## src/rtl/mfsk_modulator_pkg.sv

```systemverilog
`default_nettype none
// ============================================================================
// Module      : mfsk_modulator_pkg
// Description : Shared constants and types for the M-ary FSK transmitter:
//               register map indices, SPI frame length, waveform modes and
//               symbol FSM states.
// Revision    : 1.0 - initial release
// ============================================================================
package mfsk_modulator_pkg;

   // Register map (4-bit index carried in the low nibble of the address byte)
   localparam int TONE_BASE  = 0;
   localparam int REG_SPS    = 8;
   localparam int REG_CTRL   = 9;

   // Address byte + 16-bit data word
   localparam int FRAME_BITS = 24;

   typedef enum logic [1:0] {
      MODE_SQUARE     = 2'd0,
      MODE_TRIANGLE   = 2'd1,
      MODE_SAWTOOTH   = 2'd2,
      MODE_SQUARE_ALT = 2'd3
   } wave_mode_e;

   typedef enum logic [0:0] {
      ST_IDLE = 1'b0,
      ST_TONE = 1'b1
   } fsm_state_e;

endpackage
`default_nettype wire

```

## src/rtl/mfsk_modulator_spi.sv

```systemverilog
`default_nettype none
// ============================================================================
// Module      : spi_reg_if
// Description : Write-only SPI (mode 0) register port. Synchronises the raw
//               SPI pins into clk, shifts MSB-first frames and emits a
//               one-cycle write strobe when a frame of exactly FRAME_BITS
//               bits is closed by cs_n rising.
// Ports       : clk, rst (sync, active low)
//               cs_n, sck, mosi  - raw SPI pins, asynchronous to clk
//               addr [3:0]       - register index of the last frame
//               data [15:0]      - data word of the last frame
//               we               - one-cycle commit strobe
// Revision    : 1.0 - initial release
// ============================================================================
module spi_reg_if
   import mfsk_modulator_pkg::*;
(
   input  logic        clk,
   input  logic        rst,
   input  logic        cs_n,
   input  logic        sck,
   input  logic        mosi,
   output logic [3:0]  addr,
   output logic [15:0] data,
   output logic        we
);

   localparam int CNT_W = 5;

   logic [1:0]            r_cs_sync;
   logic [1:0]            r_sck_sync;
   logic [1:0]            r_mosi_sync;
   logic                  r_cs_prev;
   logic                  r_sck_prev;
   logic [FRAME_BITS-1:0] r_shift;
   logic [CNT_W-1:0]      r_bit_cnt;

   logic w_cs;
   logic w_sck_rise;
   logic w_cs_rise;
   logic w_unused_addr_hi;

   assign w_cs       = r_cs_sync[1];
   assign w_sck_rise = r_sck_sync[1] & ~r_sck_prev;
   assign w_cs_rise  = r_cs_sync[1] & ~r_cs_prev;

   always_ff @(posedge clk) begin
      if (!rst) begin
         // Chip select idles high so no false deselect edge follows reset
         r_cs_sync   <= 2'b11;
         r_sck_sync  <= 2'b00;
         r_mosi_sync <= 2'b00;
         r_cs_prev   <= 1'b1;
         r_sck_prev  <= 1'b0;
         r_shift     <= '0;
         r_bit_cnt   <= '0;
      end else begin
         r_cs_sync   <= {r_cs_sync[0], cs_n};
         r_sck_sync  <= {r_sck_sync[0], sck};
         r_mosi_sync <= {r_mosi_sync[0], mosi};
         r_cs_prev   <= r_cs_sync[1];
         r_sck_prev  <= r_sck_sync[1];
         if (w_cs) begin
            r_bit_cnt <= '0;
         end else if (w_sck_rise) begin
            r_shift <= {r_shift[FRAME_BITS-2:0], r_mosi_sync[1]};
            // Saturate so over-long frames can never wrap back to a legal count
            if (r_bit_cnt != '1) begin
               r_bit_cnt <= r_bit_cnt + CNT_W'(1);
            end
         end
      end
   end

   // Count is still valid in the cycle the deselect edge is seen; it is
   // cleared on the following edge.
   assign we   = w_cs_rise && (r_bit_cnt == CNT_W'(FRAME_BITS));
   assign addr = r_shift[19:16];
   assign data = r_shift[15:0];

   // Upper nibble of the address byte carries no meaning
   assign w_unused_addr_hi = ^r_shift[23:20];

endmodule
`default_nettype wire

```

## src/rtl/mfsk_modulator.sv

```systemverilog
`default_nettype none
// ============================================================================
// Module      : mfsk_modulator
// Description : M-ary FSK transmitter. SPI-programmed tone increments and
//               symbol length drive a phase-continuous NCO; the phase is
//               shaped into a square, triangle or sawtooth sample stream.
// Ports       : clk, rst (sync, active low)
//               cs_n, sck, mosi     - SPI register port (write only)
//               sym_data/valid/ready- symbol stream (ready/valid)
//               sample_out          - registered waveform sample
//               sample_valid        - sample_out carries tone data
//               underrun            - pulse: symbol ended with no successor
// Revision    : 1.0 - initial release
// ============================================================================
module mfsk_modulator
   import mfsk_modulator_pkg::*;
#(
   parameter int SYM_BITS = 1,
   parameter int PHASE_W  = 16,
   parameter int SAMPLE_W = 6,
   parameter int DIV_W    = 12
) (
   input  logic                clk,
   input  logic                rst,
   input  logic                cs_n,
   input  logic                sck,
   input  logic                mosi,
   input  logic [SYM_BITS-1:0] sym_data,
   input  logic                sym_valid,
   output logic                sym_ready,
   output logic [SAMPLE_W-1:0] sample_out,
   output logic                sample_valid,
   output logic                underrun
);

   localparam int NUM_TONES = 1 << SYM_BITS;
   localparam logic [SAMPLE_W-1:0] C_MIDSCALE = {1'b1, {(SAMPLE_W-1){1'b0}}};

   logic [3:0]  w_addr;
   logic [15:0] w_data;
   logic        w_we;

   spi_reg_if u_spi (
      .clk  (clk),
      .rst  (rst),
      .cs_n (cs_n),
      .sck  (sck),
      .mosi (mosi),
      .addr (w_addr),
      .data (w_data),
      .we   (w_we)
   );

   // ---------------- Register bank ----------------
   logic [PHASE_W-1:0] r_tone [NUM_TONES];
   logic [DIV_W-1:0]   r_sps;
   logic               r_enable;
   wave_mode_e         r_mode;

   always_ff @(posedge clk) begin
      if (!rst) begin
         for (int i = 0; i < NUM_TONES; i++) begin
            r_tone[i] <= '0;
         end
         r_sps    <= '0;
         r_enable <= 1'b0;
         r_mode   <= MODE_SQUARE;
      end else if (w_we) begin
         // Indices beyond the tone bank simply match nothing
         for (int i = 0; i < NUM_TONES; i++) begin
            if (w_addr == 4'(TONE_BASE + i)) begin
               r_tone[i] <= w_data[PHASE_W-1:0];
            end
         end
         if (w_addr == 4'(REG_SPS)) begin
            r_sps <= w_data[DIV_W-1:0];
         end
         if (w_addr == 4'(REG_CTRL)) begin
            r_enable <= w_data[0];
            r_mode   <= wave_mode_e'(w_data[2:1]);
         end
      end
   end

   // ---------------- Symbol FSM ----------------
   fsm_state_e         r_state;
   fsm_state_e         w_next_state;
   logic               w_sym_ready;
   logic               w_accept;
   logic               w_tone_active;
   logic [DIV_W-1:0]   w_sym_len_m1;
   logic [PHASE_W-1:0] r_phase;
   logic [PHASE_W-1:0] r_inc;
   logic [DIV_W-1:0]   r_cnt;
   logic               r_end_pend;

   assign w_accept      = sym_valid && w_sym_ready;
   assign w_tone_active = (r_state == ST_TONE) && r_enable;
   // SPS of zero behaves as a one-clock symbol
   assign w_sym_len_m1  = (r_sps == '0) ? '0 : r_sps - DIV_W'(1);

   always_ff @(posedge clk) begin
      if (!rst) begin
         r_state <= ST_IDLE;
      end else begin
         r_state <= w_next_state;
      end
   end

   always_comb begin
      w_next_state = r_state;
      case (r_state)
         ST_IDLE: begin
            if (w_accept) begin
               w_next_state = ST_TONE;
            end
         end
         ST_TONE: begin
            if (!r_enable) begin
               w_next_state = ST_IDLE;
            end else if ((r_cnt == '0) && !w_accept) begin
               w_next_state = ST_IDLE;
            end
         end
         default: w_next_state = ST_IDLE;
      endcase
   end

   always_comb begin
      w_sym_ready = 1'b0;
      case (r_state)
         ST_IDLE: w_sym_ready = r_enable;
         ST_TONE: w_sym_ready = r_enable && (r_cnt == '0);
         default: w_sym_ready = 1'b0;
      endcase
   end

   assign sym_ready = w_sym_ready;

   // ---------------- Shaper ----------------
   logic                w_msb;
   logic [SAMPLE_W-1:0] w_p;
   logic [SAMPLE_W-1:0] w_shaped;

   assign w_msb = r_phase[PHASE_W-1];
   assign w_p   = r_phase[PHASE_W-2 -: SAMPLE_W];

   always_comb begin
      w_shaped = {SAMPLE_W{~w_msb}};
      case (r_mode)
         MODE_TRIANGLE: w_shaped = w_msb ? ~w_p : w_p;
         MODE_SAWTOOTH: w_shaped = r_phase[PHASE_W-1 -: SAMPLE_W];
         default:       w_shaped = {SAMPLE_W{~w_msb}};
      endcase
   end

   // ---------------- NCO datapath and output registers ----------------
   always_ff @(posedge clk) begin
      if (!rst) begin
         r_phase      <= '0;
         r_inc        <= '0;
         r_cnt        <= '0;
         r_end_pend   <= 1'b0;
         underrun     <= 1'b0;
         sample_valid <= 1'b0;
         sample_out   <= C_MIDSCALE;
      end else begin
         if (w_accept) begin
            r_inc <= r_tone[sym_data];
            r_cnt <= w_sym_len_m1;
         end else if ((r_state == ST_TONE) && (r_cnt != '0)) begin
            r_cnt <= r_cnt - DIV_W'(1);
         end

         // Phase keeps running across symbol reloads (phase continuity);
         // only an enable drop during a tone returns it to zero.
         if (r_state == ST_TONE) begin
            r_phase <= r_enable ? r_phase + r_inc : '0;
         end

         // Delayed one cycle so the pulse lines up with sample_valid falling
         r_end_pend <= w_tone_active && (r_cnt == '0) && !w_accept;
         underrun   <= r_end_pend;

         sample_valid <= w_tone_active;
         sample_out   <= w_tone_active ? w_shaped : C_MIDSCALE;
      end
   end

endmodule
`default_nettype wire

```

## config.mk

```make
export PLATFORM = sky130hd
export DESIGN_NAME = mfsk_modulator
export DESIGN_NICKNAME = d
export VERILOG_FILES = /design/src/rtl/mfsk_modulator_pkg.sv /design/src/rtl/mfsk_modulator_spi.sv /design/src/rtl/mfsk_modulator.sv
export SDC_FILE = /design/constraint.sdc
export NUM_CORES = 1
export LEC_CHECK = 0
export CAP_MARGIN = 30
export CORE_MARGIN = 2
export CORE_UTILIZATION = 50
export DETAILED_ROUTE_END_ITERATION = 10
export PLACE_DENSITY = 0.69
export SETUP_SLACK_MARGIN = 0.4
export SLEW_MARGIN = 40
export SYNTH_ARGS = -nofsm -noshare
export SYNTH_HDL_FRONTEND = slang
export SYNTH_SLANG_ARGS = --single-unit
```

## constraint.sdc

```tcl
create_clock -name clk -period 2.86 [get_ports clk]
set_input_delay 0.572 -clock clk [delete_from_list [all_inputs] [get_ports clk]]
set_output_delay 0.572 -clock clk [all_outputs]
set_load 0.05 [all_outputs]
```

---- Word level (Yosys, flattened, before mapping) ----
Memories as Yosys holds them, arrays and structs flattened. A register that Yosys moved wholly into a read port is not among the register bits.
Index checks and enable logic that the tools add are counted.
cells by class
  reductions and logical operators ........ 21
  muxes and demuxes ....................... 22
  order comparisons ....................... 0
  equal/unequal tests ..................... 7
  multiply operators ...................... 0
  div/mod/pow operators ................... 0
  shift operators ......................... 0
  bitwise gates (word level) .............. 11
  add/sub/neg operators ................... 4
operators with widths
  operator                                              count
  two-way mux 16 bit                                    3
  two-way mux 12 bit                                    3
  zero test 12 bit                                      2
  subtractor 12 x 1 -> 12 bit (second input constant)   2
  adder 16 bit                                          1
  two-way mux 1 bit                                     12
  case mux 6 bit (2 select lines)                       1
  nonzero test 12 bit                                   1
  AND reduction 2 bit                                   5
  equality test 4 bit (second input constant)           2
  logical AND 1 bit                                     8
  two-way mux 6 bit                                     1
  NOT 1 bit                                             6
  NOT 6 bit                                             1
  adder 5 x 1 -> 5 bit (second input constant)          1
  equality test 5 bit (second input constant)           1
  inequality test 5 bit (second input constant)         1
  equality test 4 x 1 -> 1 bit (second input constant)  1
  zero test 4 bit                                       1
  case mux 1 bit (2 select lines)                       2
  AND 1 bit                                             2
  equality test 2 x 1 -> 1 bit (second input constant)  1
  equality test 2 bit (second input constant)           1
  zero test 1 bit                                       2
  3 further kinds                                       4
storage, ports and cells
  output and inout port bits .............. 9
  input port bits ......................... 7
  bits in writable memories ............... 32
  latch bits .............................. 0
  memories ................................ 1
  bits in read-only memories .............. 0
  register bits after elaboration ......... 86
memories
  memory  depth  bits a word  read ports  clocked after memory_dff  write ports  RTL line              text
  r_tone  2      16           1           1                         2            mfsk_modulator.sv:55  logic [PHASE_W-1:0] r_tone [NUM_TONES];

---- Logic depth before layout (Yosys ltp) ----
  depth after elaboration ................. 9
  gate-level depth with buffers ........... 11
  depth with buffers taken out ............ 10

---- Modules after synthesis ----
Synthesis repeated with hierarchy kept, for this count alone.
second synthesis, totals
  cell total of the unflattened synthesis .. 660
  area total of the unflattened synthesis .. 6409.9 um2
by module, submodules not included
  module          instances  seq. area each (um2)  cells an instance  area each (um2)
  mfsk_modulator  1          2342.2                527                5171.2
  spi_reg_if      1          660.6                 133                1238.7

---- Least setup slack after synthesis ----
OpenSTA, ideal clock, no wires.
  path type ............................... reg-to-reg
  start point ............................. register u_spi.r_bit_cnt[4]
  end point ............................... memory r_tone[0][0], enable pin
  period minus slack after synthesis ...... 2.815 ns
  data arrival time ....................... 2.404 ns
  cell stages (with the launch flop) ...... 5
  slack ................................... 0.045 ns
  cell sequence ........................... dfxtp_1 > nor4bb_1 > nor4b_1 > nand2b_1 > o21ai_0
RTL lines
  what                    RTL line                  text
  from (decl)             mfsk_modulator_spi.sv:36  logic [CNT_W-1:0] r_bit_cnt;
  from (signal assigned)  mfsk_modulator_spi.sv:69  r_bit_cnt <= r_bit_cnt + CNT_W'(1);
  to (decl)               mfsk_modulator.sv:55

---- Worst setup path after layout ----
  start point ............................. register r_cnt[0]
  end point ............................... output sym_ready
between the ends
  longest elaborated chain between the ends .. 3
RTL lines
  what                             RTL line               text
  from (decl)                      mfsk_modulator.sv:94   logic [DIV_W-1:0] r_cnt;
  from (signal assigned)           mfsk_modulator.sv:170  r_cnt <= w_sym_len_m1;
  from (signal assigned)           mfsk_modulator.sv:172  r_cnt <= r_cnt - DIV_W'(1);
  zero test 12 bit                 mfsk_modulator.sv:133  ST_TONE: w_sym_ready = r_enable && (r_cnt == '0);
  logical AND 1 bit                mfsk_modulator.sv:133
  case mux 1 bit (2 select lines)  mfsk_modulator.sv:131  case (r_state)
  to (decl)                        mfsk_modulator.sv:30   output logic sym_ready,
No other way between the ends.

==> results.txt <==
----------------------------------------------------
[Placed design]
  Gp weighted congestion ... 0.8930
  Place WS ... 0.4854 ns
  Count of port buffers added during placement ... 15
  HPWL after detailed placement ... between 8000 and 9000 um

[Synth]
  Synthesized cell area ... 6256 um^2
  Synth async-reset ratio ... 0%
  Most instantiated flip-flop cell in the synthesis netlist ... sky130_fd_sc_hd__dfxtp_1
  Leading cell type by number of instances after synthesis ... sky130_fd_sc_hd__nand2_1
  Yosys warning total ... 0
  Cell variety after synth ... 53
  Leading post-synthesis cells by cell area ... sky130_fd_sc_hd__dfxtp_1 (33%), sky130_fd_sc_hd__edfxtp_1 (15%), sky130_fd_sc_hd__nand2_1 (7.1%)
  Cell count after synthesis ... 667
  Number of enable flip-flop cells after synthesis ... 32
  Sequential share of the synthesized area ... 48.00%
  Share of the synthesized area in the top cell type ... 32.64%
  Net count of the mapped netlist ... 699
  Average footprint of a synthesized cell ... between 9 and 10 um^2
  Post-synth top cells ... sky130_fd_sc_hd__nand2_1 (118), sky130_fd_sc_hd__dfxtp_1 (102), sky130_fd_sc_hd__nor2_1 (40)
  Cell type contributing the most total cell area after synthesis ... sky130_fd_sc_hd__dfxtp_1
  Synthesized flop and latch total ... 134

[Global routing]
  Total routing resource utilization after global routing ... roughly a fifth
  Number of global-route vias before repair ... 4,517
  Grt peak-use layer ... met2
  Routing usage on met2 ... 33.84%
  Initial antenna violation count ... 0
  Largest net degree at the start of global routing ... 54
  First-pass GRT wire length ... 21,310 um
  Met3 routing resource usage after global routing ... under 10%
  Met1 global-route usage ... 24.89%
  Global-route congestion overflow total ... 0

[Layout]
  Area occupied by multi-input gates ... slightly above 3000 um^2
  Number of nets in the finished design ... 713
  Share of layout cells above drive strength 1 ... 8.213%
  N_diodes ... 0
  Growth of design area from synthesis to finish ... 14.90%
  Storage element area ... 3003 um^2
  Filler cells ... roughly 1,100

[Worst setup path]
  CP max stage cell ... sky130_fd_sc_hd__dfxtp_1
  CP cell instances ... inv_2, ha_2, nor3b_4, nand4_4, nand2_4, and2_1, buf_6
  Critical Path Start ... r_cnt[0]
  Slowest cell delay on critical path ... 0.33 ns
  Register-to-register setup slack ... around 0.57 ns
  Reg2reg path depth ... 8
  Worst endpoint required time ... 2.29 ns
  Worst Path Max Fanout ... 4
  Critical Setup Path Class ... reg -> out
  Worst reg2reg endpoint ... r_phase[15]
  Data arrival time of the worst path ... 1.79 ns
  Reg-to-reg critical path startpoint ... r_phase[4]
  Worst Setup Start Kind ... flop
  Crit path capture type ... output port

[Clock network]
  Clock sink total ... 134
  Clock tree buffer depth ... 2
  Number of clock buffers inserted by TritonCTS ... 17
  TritonCTS clock tree ... built
  Clock transition time at the flip-flop clock pins of the worst setup and hold paths ... roughly 0.06 ns
  Maximum level of the CTS H-tree ... 4
  CTS root buffer ... sky130_fd_sc_hd__clkbuf_16
  Clock insertion delay at the later pin of the skew report ... 0.43 ns

[Power and ir drop]
  Power per standard cell area ... 574.1 nW/um^2
  Overall power consumption ... ~0.0041 W
  Leakage power ... 3.043 nW
  Worst VDD drop ... ~0.48 mV

[STA]
  Post-layout minimum cycle time ... 2.362 ns
  Clock Skews ... ~0.013 ns
  Unrepaired setup endpoints after global routing ... false
  Worst slew margin relative to its limit ... 55.48%
  Worst slew pin tran ... 0.6585 ns
  Crit path setup slack, layout ... between 0.4 and 0.5 ns
  Final hold violation count ... 0
  Final setup violation count ... 0
  Maximum clock frequency ... between 400 and 500 MHz
  Pins over their slew limit ... 0
  Ratio of final minimum period to clock period ... 82.59%
  Setup TNS ... 0 ns

[Route]
  Remaining design rule violation count ... 0
  Via count of the routed design ... 4,670
  Detailed Route Iter0 Violations ... 358
  Remaining antenna violation count ... 0
  Post-Route WL ... 12,450 um
  Detailed-route wire length per cell ... ~14 um
  Via density per instance ... around 5.4
  First-pass iteration count of the detailed router ... 5

[Floorplanning]
  Height of the die ... 115.9 um
  Horizontal die dimension ... 115.9 um
  Row count ... 40
  Full die area ... 13,420 um^2
  Starting utilization of the core area ... 51.65%
  Placeable core region ... 12,110 um^2
  Number of I/O pins ... 16

[Min path]
  End point of the worst hold path ... u_spi.r_cs_sync[1]
  Cell depth of the worst hold path ... 1
  Worst hold-check path type ... reg -> reg
  Startpoint of the tightest hold check path ... u_spi.r_cs_sync[0]

[Outcome]
  Outcome ... completed

[Flow run]
  Max capacitance violation total ... 0

----------------------------------------------------
[registers in the layout (all words and copies together), names as in the netlist, 5 cells and up]
name / cells
sample_out: 6
u_spi.r_shift: 20
r_phase: 16
r_inc: 16
u_spi.r_bit_cnt: 5
r_tone: 32
r_sps: 12
r_cnt: 12
[cell type report]
type                       count  area share (%)
tap                          168           2.924
timing repair buffer          28           3.568
clock buffer                  22           6.614
clock inverter                10           1.375
inverter                      22           1.149
sequential                   134           41.78
multi-input combinational    478           42.59
[how the worst max path moves through the flow]
| stage | end | slack [ns] | depth (start not counted) |
|---|---|---|---|
| after floorplan | r_tone[0][0] | 0.04 | 4 |
| after global placement | r_sps[11] | 0.56 | 6 |
| after detailed placement | r_sps[9] | 0.49 | 6 |
| after CTS | sym_ready | 0.43 | 7 |
| after global routing | sym_ready | 0.41 | 7 |
| final | sym_ready | 0.50 | 7 |
[metrics by stage]
| step | cells | util, % | hold slack [ns] | cell area (um^2) |
|---|---|---|---|---|
| after floorplan | 667 | - | 0.3863 | 6256 |
| after global placement | 827 | 54.17 | 0.3944 | 6561 |
| after detailed placement | 827 | 54.17 | 0.4012 | 6561 |
| after CTS | 861 | 59.17 | 0.4143 | 7167 |
| after global routing | 862 | 59.35 | 0.4278 | 7188 |
| final | 862 | 59.35 | 0.4081 | 7188 |
[what timing repair did]
item	CTS	global route
setup buffers	2	1
hold buffers	0	0
pin swaps	0	1
setup endpoints to repair	1	16
gates resized for setup	3	7
[critical path, delay by kind of cell (launching register included)]
kind / cells / cell delay [ns]
fa+ha+maj: 1 / 0.17
flops: 1 / 0.33
simple gates: 4 / 0.63
buf+inv: 2 / 0.23
[cell families (layout without fill, tap and decap cells)]
logic type                 after synthesis  after routing  synth area share [%]
and+or+nand+nor                        259            259                 20.00
AOI/OAI and AO/OA                      146            146                 16.18
DFF                                    134            134                 48.00
buffers and inverters                   55             82                 3.520
adders and majority gates               25             25                 5.120
xor gates and xnor gates                25             25                 3.500
muxes                                   23             23                 3.680
[power breakdown]
part / internal (W) / total [W] / switching (W) / leakage (nW)
logic: 0.0000340 / 0.0000809 / 0.0000470 / 1.63
clock network: 0.00127 / 0.00208 / 0.000814 / 0.264
registers: 0.00196 / 0.00196 / 0.00000594 / 1.15
[layout by cell type (no fill, tap or decap), drive strengths merged, types with 10 or more instances in the layout]
cell           instances
nand3                 10
clkdlybuf4s50         13
inv                   22
a21oi                 32
edfxtp                32
clkbuf                22
nor2                  40
mux2i                 23
xnor2                 14
o21ai                 23
nor3                  12
ha                    24
and2                  17
dfxtp                102
and3                  21
xor2                  11
a21boi                34
o211a                 17
nor2b                 10
buf                   15
nand2                118
[per-layer routing]
layer  wire (um)  part of all wire, %  vias up
met5           0                    0        -
met4         246                  2.0        0
met3         393                  3.2       20
met2        6036                   49       74
met1        5769                   46     2211
li1            -                    -     2365
(Power assumes the default switching activity.)
